**src/rtl/ex_alu_addr_mux_pkg.sv**
```systemverilog
// Shared definitions for the EX-stage datapath: widths, ALU operation codes,
// next-PC select codes and the unsigned-compare decode used by the ALU.
package ex_alu_addr_mux_pkg;
  localparam int XLEN    = 32;
  localparam int ALU_NUM = 5;

  localparam logic [4:0] ALUOP_NOP   = 5'd0;
  localparam logic [4:0] ALUOP_LUI   = 5'd1;
  localparam logic [4:0] ALUOP_AUIPC = 5'd2;
  localparam logic [4:0] ALUOP_ADD   = 5'd3;
  localparam logic [4:0] ALUOP_SUB   = 5'd4;
  localparam logic [4:0] ALUOP_BNE   = 5'd5;
  localparam logic [4:0] ALUOP_BLT   = 5'd6;
  localparam logic [4:0] ALUOP_BGE   = 5'd7;
  localparam logic [4:0] ALUOP_BLTU  = 5'd8;
  localparam logic [4:0] ALUOP_BGEU  = 5'd9;
  localparam logic [4:0] ALUOP_SLT   = 5'd10;
  localparam logic [4:0] ALUOP_SLTU  = 5'd11;
  localparam logic [4:0] ALUOP_XOR   = 5'd12;
  localparam logic [4:0] ALUOP_OR    = 5'd13;
  localparam logic [4:0] ALUOP_AND   = 5'd14;
  localparam logic [4:0] ALUOP_SLL   = 5'd15;
  localparam logic [4:0] ALUOP_SRL   = 5'd16;
  localparam logic [4:0] ALUOP_SRA   = 5'd17;

  localparam logic [2:0] PCSRC_PC4  = 3'd0;
  localparam logic [2:0] PCSRC_JAL  = 3'd1;
  localparam logic [2:0] PCSRC_JALR = 3'd2;
  localparam logic [2:0] PCSRC_BEQ  = 3'd3;
  localparam logic [2:0] PCSRC_BNE  = 3'd4;
  localparam logic [2:0] PCSRC_BLT  = 3'd5;
  localparam logic [2:0] PCSRC_BGE  = 3'd6;
  localparam logic [2:0] PCSRC_SEQ  = 3'd7;

  // The less flag is unsigned only for bltu, bgeu and sltu.
  function automatic logic is_unsigned_cmp(input logic [4:0] op);
    return (op == ALUOP_BLTU) || (op == ALUOP_BGEU) || (op == ALUOP_SLTU);
  endfunction
endpackage

```
**src/rtl/ex_alu_addr_mux_if.sv**
```systemverilog
// EX-stage operand and next-PC bus; master drives pipeline-register values,
// slave is the EX datapath returning operand, result, flags and next PC.
interface ex_alu_addr_mux_if;
  import ex_alu_addr_mux_pkg::*;

  logic [XLEN-1:0] A;
  logic [XLEN-1:0] RD2;
  logic [XLEN-1:0] immout;
  logic [2:0]      ALUSrc;
  logic [4:0]      ALUOp;
  logic [2:0]      PCSrc;
  logic [XLEN-1:0] result;
  logic [XLEN-1:0] PCAddr;
  logic [XLEN-1:0] OffsetAddr;
  logic            Zero_m;
  logic            less_m;
  logic [XLEN-1:0] B;
  logic [XLEN-1:0] C;
  logic            Zero;
  logic            less;
  logic [XLEN-1:0] Addr;
  logic            taken;

  modport master (
    output A, RD2, immout, ALUSrc, ALUOp, PCSrc, result, PCAddr, OffsetAddr,
           Zero_m, less_m,
    input  B, C, Zero, less, Addr, taken
  );

  modport slave (
    input  A, RD2, immout, ALUSrc, ALUOp, PCSrc, result, PCAddr, OffsetAddr,
           Zero_m, less_m,
    output B, C, Zero, less, Addr, taken
  );
endinterface

```
**src/rtl/ex_alu_addr_mux_alu_core.sv**
```systemverilog
// RV32I ALU: result, zero flag and less-than flag for the EX stage.
module ex_alu_addr_mux_alu_core
  import ex_alu_addr_mux_pkg::*;
(
  input  logic [4:0]      alu_op,
  input  logic [XLEN-1:0] a,
  input  logic [XLEN-1:0] b,
  output logic [XLEN-1:0] c,
  output logic            zero,
  output logic            less
);

  logic [4:0] shamt_s;
  logic       lt_signed_s;
  logic       lt_unsigned_s;

  assign shamt_s       = b[4:0];
  assign lt_signed_s   = ($signed(a) < $signed(b));
  assign lt_unsigned_s = (a < b);

  // Operation decode; unused codes produce zero.
  always_comb begin
    c = 32'h0000_0000;
    case (alu_op)
      ALUOP_NOP:   c = 32'h0000_0000;
      ALUOP_LUI:   c = b;
      ALUOP_AUIPC,
      ALUOP_ADD:   c = a + b;
      ALUOP_SUB,
      ALUOP_BNE,
      ALUOP_BLT,
      ALUOP_BGE,
      ALUOP_BLTU,
      ALUOP_BGEU:  c = a - b;
      ALUOP_SLT:   c = {31'b0, lt_signed_s};
      ALUOP_SLTU:  c = {31'b0, lt_unsigned_s};
      ALUOP_XOR:   c = a ^ b;
      ALUOP_OR:    c = a | b;
      ALUOP_AND:   c = a & b;
      ALUOP_SLL:   c = a << shamt_s;
      ALUOP_SRL:   c = a >> shamt_s;
      ALUOP_SRA:   c = $unsigned($signed(a) >>> shamt_s);
      default:     c = 32'h0000_0000;
    endcase
  end

  // Flags derived from the result and the compare mode of the operation.
  always_comb begin
    zero = (c == 32'h0000_0000);
    if (is_unsigned_cmp(alu_op)) begin
      less = lt_unsigned_s;
    end else begin
      less = lt_signed_s;
    end
  end

endmodule

```
**src/rtl/ex_alu_addr_mux.sv**
```systemverilog
// EX stage of the 5-stage RV32I pipeline: operand mux, ALU, next-PC mux and a
// clocked debug sequencer that walks the EX operands onto the 7-seg display.
module ex_alu_addr_mux
  import ex_alu_addr_mux_pkg::*;
#(
  parameter int ALU_NUM_P = ALU_NUM
)
(
  input  logic            Clk_CPU,
  input  logic            rstn,
  input  logic            dbg_en,
  ex_alu_addr_mux_if.slave bus,
  output logic [XLEN-1:0] alu_disp_data
);

  logic [2:0]      ptr_r;
  logic [2:0]      idx_s;
  logic [XLEN-1:0] slot_s;
  logic            branch_ok_s;
  logic            unused_s;

  assign unused_s = ^{bus.ALUSrc[2:1], bus.result[0]};

  // Second operand: immediate or rs2.
  always_comb begin
    if (bus.ALUSrc[0]) begin
      bus.B = bus.immout;
    end else begin
      bus.B = bus.RD2;
    end
  end

  ex_alu_addr_mux_alu_core u_alu_core (
    .alu_op (bus.ALUOp),
    .a      (bus.A),
    .b      (bus.B),
    .c      (bus.C),
    .zero   (bus.Zero),
    .less   (bus.less)
  );

  // Next-PC select; branches resolve on the flags registered in EX/MEM.
  always_comb begin
    branch_ok_s = 1'b0;
    bus.Addr    = bus.PCAddr;
    bus.taken   = 1'b0;
    case (bus.PCSrc)
      PCSRC_JAL: begin
        bus.Addr  = bus.OffsetAddr;
        bus.taken = 1'b1;
      end
      PCSRC_JALR: begin
        bus.Addr  = {bus.result[31:1], 1'b0};
        bus.taken = 1'b1;
      end
      PCSRC_BEQ: branch_ok_s = bus.Zero_m;
      PCSRC_BNE: branch_ok_s = ~bus.Zero_m;
      PCSRC_BLT: branch_ok_s = bus.less_m;
      PCSRC_BGE: branch_ok_s = ~bus.less_m;
      default:   branch_ok_s = 1'b0;
    endcase
    if (branch_ok_s) begin
      bus.Addr  = bus.OffsetAddr;
      bus.taken = 1'b1;
    end else begin
      bus.Addr  = bus.Addr;
      bus.taken = bus.taken;
    end
  end

  // Wrap the pointer before use so a full sequence restarts at slot 0.
  always_comb begin
    if (ptr_r == 3'(ALU_NUM_P)) begin
      idx_s = 3'd0;
    end else begin
      idx_s = ptr_r;
    end
    case (idx_s)
      3'd0:    slot_s = bus.A;
      3'd1:    slot_s = bus.B;
      3'd2:    slot_s = bus.C;
      3'd3:    slot_s = {31'b0, bus.Zero};
      3'd4:    slot_s = 32'hFFFF_FFFF;
      default: slot_s = 32'h0000_0000;
    endcase
  end

  // Debug sequencer state and registered display word.
  always_ff @(posedge Clk_CPU or negedge rstn) begin
    if (!rstn) begin
      ptr_r         <= 3'd0;
      alu_disp_data <= 32'h0000_0000;
    end else if (dbg_en) begin
      ptr_r         <= idx_s + 3'd1;
      alu_disp_data <= slot_s;
    end else begin
      ptr_r         <= ptr_r;
      alu_disp_data <= alu_disp_data;
    end
  end

endmodule

```
**src/flat_wrapper.sv**
```systemverilog
// flat-port wrapper written by rule: the top's interface ports become plain ports
module ex_alu_addr_mux_flat import ex_alu_addr_mux_pkg::*;
#(
  parameter int ALU_NUM_P = ALU_NUM
)
  (Clk_CPU, rstn, dbg_en, alu_disp_data, bus_A, bus_RD2, bus_immout, bus_ALUSrc, bus_ALUOp, bus_PCSrc, bus_result, bus_PCAddr, bus_OffsetAddr, bus_Zero_m, bus_less_m, bus_B, bus_C, bus_Zero, bus_less, bus_Addr, bus_taken);
  ex_alu_addr_mux_if bus_i ();
  input  logic Clk_CPU;
  input  logic rstn;
  input  logic dbg_en;
  output logic [XLEN-1:0] alu_disp_data;
  input wire logic [$bits(bus_i.A)-1:0] bus_A;
  input wire logic [$bits(bus_i.RD2)-1:0] bus_RD2;
  input wire logic [$bits(bus_i.immout)-1:0] bus_immout;
  input wire logic [$bits(bus_i.ALUSrc)-1:0] bus_ALUSrc;
  input wire logic [$bits(bus_i.ALUOp)-1:0] bus_ALUOp;
  input wire logic [$bits(bus_i.PCSrc)-1:0] bus_PCSrc;
  input wire logic [$bits(bus_i.result)-1:0] bus_result;
  input wire logic [$bits(bus_i.PCAddr)-1:0] bus_PCAddr;
  input wire logic [$bits(bus_i.OffsetAddr)-1:0] bus_OffsetAddr;
  input wire logic [$bits(bus_i.Zero_m)-1:0] bus_Zero_m;
  input wire logic [$bits(bus_i.less_m)-1:0] bus_less_m;
  output wire logic [$bits(bus_i.B)-1:0] bus_B;
  output wire logic [$bits(bus_i.C)-1:0] bus_C;
  output wire logic [$bits(bus_i.Zero)-1:0] bus_Zero;
  output wire logic [$bits(bus_i.less)-1:0] bus_less;
  output wire logic [$bits(bus_i.Addr)-1:0] bus_Addr;
  output wire logic [$bits(bus_i.taken)-1:0] bus_taken;
  assign bus_i.A = bus_A;
  assign bus_i.RD2 = bus_RD2;
  assign bus_i.immout = bus_immout;
  assign bus_i.ALUSrc = bus_ALUSrc;
  assign bus_i.ALUOp = bus_ALUOp;
  assign bus_i.PCSrc = bus_PCSrc;
  assign bus_i.result = bus_result;
  assign bus_i.PCAddr = bus_PCAddr;
  assign bus_i.OffsetAddr = bus_OffsetAddr;
  assign bus_i.Zero_m = bus_Zero_m;
  assign bus_i.less_m = bus_less_m;
  assign bus_B = bus_i.B;
  assign bus_C = bus_i.C;
  assign bus_Zero = bus_i.Zero;
  assign bus_less = bus_i.less;
  assign bus_Addr = bus_i.Addr;
  assign bus_taken = bus_i.taken;
  ex_alu_addr_mux #(.ALU_NUM_P(ALU_NUM_P)) u_core (.Clk_CPU(Clk_CPU), .rstn(rstn), .dbg_en(dbg_en), .bus(bus_i), .alu_disp_data(alu_disp_data));
endmodule
```
**config.mk**
```make
export PLATFORM = sky130hd
export DESIGN_NAME = ex_alu_addr_mux_flat
export DESIGN_NICKNAME = d
export VERILOG_FILES = /design/src/rtl/ex_alu_addr_mux_pkg.sv /design/src/rtl/ex_alu_addr_mux_if.sv /design/src/rtl/ex_alu_addr_mux_alu_core.sv /design/src/rtl/ex_alu_addr_mux.sv /design/src/flat_wrapper.sv
export SDC_FILE = /design/constraint.sdc
export NUM_CORES = 1
export LEC_CHECK = 0
export BUFFER_PORTS_ARGS = -buffer_cell sky130_fd_sc_hd__buf_2
export CORE_UTILIZATION = 40
export DETAILED_ROUTE_END_ITERATION = 8
export PLACE_DENSITY = 0.6
export SKIP_CTS_REPAIR_TIMING = 1
export SLEW_MARGIN = 30
export SYNTH_ARGS = -nofsm -noshare
export SYNTH_HDL_FRONTEND = slang
export SYNTH_SLANG_ARGS = --single-unit
```
**constraint.sdc**
```tcl
create_clock -name Clk_CPU -period 5.89 [get_ports Clk_CPU]
set_input_delay 0.2945 -clock Clk_CPU [delete_from_list [all_inputs] [get_ports Clk_CPU]]
set_output_delay 0.2945 -clock Clk_CPU [all_outputs]
set_load 0.02 [all_outputs]
```
==> metrics.md <==
| Metric | Value |
|---|---|
| Antenna viol nets, final | `0` |
| RSZ-0062 raised after global routing | `no` |
| Maximum clock insertion buffer count | `2` |
| Slack of the critical path | `-15.25 ps` |
| Synthesis Warnings | `0` |
| DRT iter0 DRCs | `3,084` |
| Max_cap viols | `0` |
| DRC viols | `0` |
| Overall global routing resource usage | `0.4837` |
| Core Box Area | `32,780 um^2` |
| Sequential share of the synthesized area | `0.06512` |
| Switching share of power | `0.6092` |
| Comb pwr share | `0.818` |
| Post-synth EDFFs | `0` |
| GR Overflow Total | `0` |
| Cell variety after synth | `91` |
| Clock power share | `0.074` |
| Vias per cell | `7.071` |
| WL/cell | `31.53 um` |
| Worst Setup Path Type | `in -> out` |
| Worst Max-Slew Pin Slew | `1059 ps` |
| Synth Instances | `1,970` |
| CP max FO | `12` |
| Die area | `34,360 um^2` |
| Initial antenna violation count | `5` |
| VDD IR-drop max | `0.3488 mV` |
| Inserted Clock Buffers | `5` |
| Final Hold Viols | `0` |
| Vias | `19,190` |
| Hold WS | `82.73 ps` |
| Pin count of the biggest net entering global routing | `52` |
| Drt pass-1 iters | `7` |
| CTS tree | `built` |
| GP Congestion | `1.117` |
| Flops & latches, synth | `35` |
| Final setup TNS | `-15.25 ps` |
| Layout area overhead | `19.84%` |
| Port Buffers | `335` |
| Routed WL | `85,580 um` |
| Internal power | `1.459 mW` |
| Vias in the first global route | `17,150` |
| Layout cells sized above 1 | `0.2461` |
| Failing checks | `setup timing` |
| Worst-path clk slew | `50 ps` |
| First-pass GRT wire length | `120,400 um` |
| Kind of start point of the critical path | `input port` |
| CTS root buf | `clkbuf_16` |
| Slew HR | `0.2920` |
| Async SR Flop Fraction | `1.000` |
| Setup crit end kind | `output port` |
| Sequential share of power | `0.108` |
| Net Switching | `2.275 mW` |
| I/O pin count | `339` |
| Die H | `185.4 um` |
| Fin crit share | `1.003` |
| Clock Sinks | `35` |
| Slew Viols, Final | `0` |
| H-tree levels | `2` |
| Power per cell area | `231.6 nW/um^2` |
| Mapped cell area | `13,450 um^2` |
| NumNets Final | `2,582` |
| Max Clk Rate | `0.1693 GHz` |
| HP Class | `in -> async` |
| Top_reg_cell synth | `dfrtp_1` |
| Fin crit period | `5905 ps` |
| Clk_skew | `2.791 ps` |
| Final setup fails | `1` |
| Final Core Density | `0.4916` |
| Run status | `finished with violations` |
| Starting Density | `0.4102` |
| DP HPWL | `67,820 um` |
| Die extent in x | `185.4 um` |
| Num rows | `66` |
| Syn_nets | `2,286` |
| Clk Latency, worst-skew pair | `280 ps` |
| Worst path arrival time | `5610 ps` |
| LEAKAGE | `7.274 nW` |
| Req. time, crit path | `5600 ps` |
| Synth Area per Inst | `6.827 um^2` |
metrics by stage:
step	setup slack, ps	power (mW)	instance area, um^2	std cells
2_1_floorplan	505.4	2.098	13450	1970
3_3_place_gp	237.6	3.274	15930	2700
3_5_place_dp	278.0	3.283	15930	2700
4_1_cts	248.2	3.580	16090	2708
5_1_grt	9.344	3.861	16110	2711
6_report	-15.25	3.734	16120	2714
final timing paths:
path,slack [ps],to,cells past startpoint,from
worst min-delay path,80,u_core.alu_disp_data[26],1,rstn
min in group Clk_CPU,240,u_core.ptr_r[2],2,dbg_en
worst min register to register,490,u_core.alu_disp_data[13],1,u_core.alu_disp_data[13]
worst max-delay path,-20,bus_Zero,18,bus_ALUSrc[0]
worst max register to register,2940,u_core.alu_disp_data[23],7,u_core.ptr_r[1]
max in group asynchronous,5320,u_core.alu_disp_data[2],1,rstn
per-layer routing:
metal | track usage | vias to the layer above | wire length (um)
met2 | 0.7017 | 1731 | 34760
met4 | 0.3636 | 0 | 7485
met1 | 0.6048 | 8903 | 31770
li1 | - | 8156 | -
met5 | 0 | - | 0
met3 | 0.1345 | 401 | 11560
kinds of logic (layout without fill, tap and decap cells):
kind of cell	Yosys count	in the layout	synth area share
compound gates	793	793	0.3990
simple gates	626	626	0.2210
buf+inv	263	560	0.08122
mux	131	131	0.1230
fa+ha+maj	108	108	0.1016
flops	35	35	0.06512
xor+xnor	14	14	0.009117
other cells	0	5	0
cell usage after synthesis (9+ instances only):
master,n,area (um^2)
nand2_1,205,769.5
a21oi_1,185,925.9
nor2_1,166,623.1
o21ai_0,140,700.7
clkbuf_1,109,409.1
ha_1,106,1326
inv_1,99,371.6
mux2i_1,84,840.8
nor3_1,65,325.3
a22oi_1,51,382.9
o22ai_1,45,281.5
o211ai_1,44,330.3
dfrtp_1,35,875.8
a211oi_1,34,255.2
a221oi_1,26,227.7
o2bb2ai_1,26,227.7
nand4_1,25,156.4
buf_2,24,120.1
nand3_1,24,120.1
mux4_2,22,495.5
mux2_2,21,236.5
nor4_1,21,131.4
o31ai_1,21,157.7
a31oi_1,20,125.1
a22o_1,18,157.7
a21o_1,17,127.6
o221ai_1,17,148.9
nor2b_1,15,93.84
or3_1,15,93.84
buf_1,13,48.80
and2_1,12,75.07
nand2b_1,12,75.07
o21bai_1,12,90.09
xnor2_1,12,105.1
a2111oi_0,11,96.34
o2111ai_1,11,96.34
a211o_1,10,87.58
or2_2,10,62.56
a32oi_1,9,78.83
and3_1,9,56.30
power by group through the flow:
stage                     clock (mW)  combinational, mW  sequential [mW]
after floorplan                    0               1.58            0.519
after CTS                      0.281               2.90            0.402
after global routing           0.291               3.15            0.415
after detailed placement           0               2.88            0.402
final                          0.278               3.05            0.403
after global placement             0               2.87            0.401
cell type report:
cell class | instances | area, um^2
diodes | 5 | 12.51
clock buffers | 8 | 156.4
fillers | 3391 | 16670
inverters | 104 | 390.4
multi-input cells | 1672 | 11540
flip-flops and latches | 35 | 875.8
well taps | 442 | 553.0
repair buffers | 448 | 2589
critical path, cell delays in order:
cell and delay [ps]:
buf_2 240, buf_12 220, mux2_2 410, inv_1 100, ha_1 240, inv_1 180, a21oi_1 170, o31ai_1 750
buf_4 250, nor2_1 40, o211ai_1 490, nand4_1 400, a211oi_1 380, buf_4 190, nand4_1 310, nor4_1 330
and4_1 370, buf_2 220
cells in the final DEF, fill, tap and decap left out, types with 18 or more instances in the layout:
| cell type | count |
|---|---|
| dfrtp_1 | 35 |
| a22oi_1 | 51 |
| buf_4 | 106 |
| a211oi_1 | 34 |
| nand4_1 | 25 |
| inv_1 | 99 |
| o211ai_1 | 44 |
| o31ai_1 | 21 |
| nor4_1 | 21 |
| a221oi_1 | 26 |
| o2bb2ai_1 | 26 |
| nand3_1 | 24 |
| a22o_1 | 18 |
| mux4_2 | 22 |
| a21oi_1 | 183 |
| ha_1 | 106 |
| a31oi_1 | 20 |
| mux2i_1 | 82 |
| nand2_1 | 205 |
| nor3_1 | 64 |
| buf_2 | 335 |
| mux2_2 | 21 |
| o21ai_0 | 140 |
| o22ai_1 | 45 |
| nor2_1 | 161 |
registers in the layout, indices dropped and copies added, names as in the netlist:
register	cells
u_core.ptr_r	3
u_core.alu_disp_data	32
No activity file was read; power rests on OpenSTA's default activity.
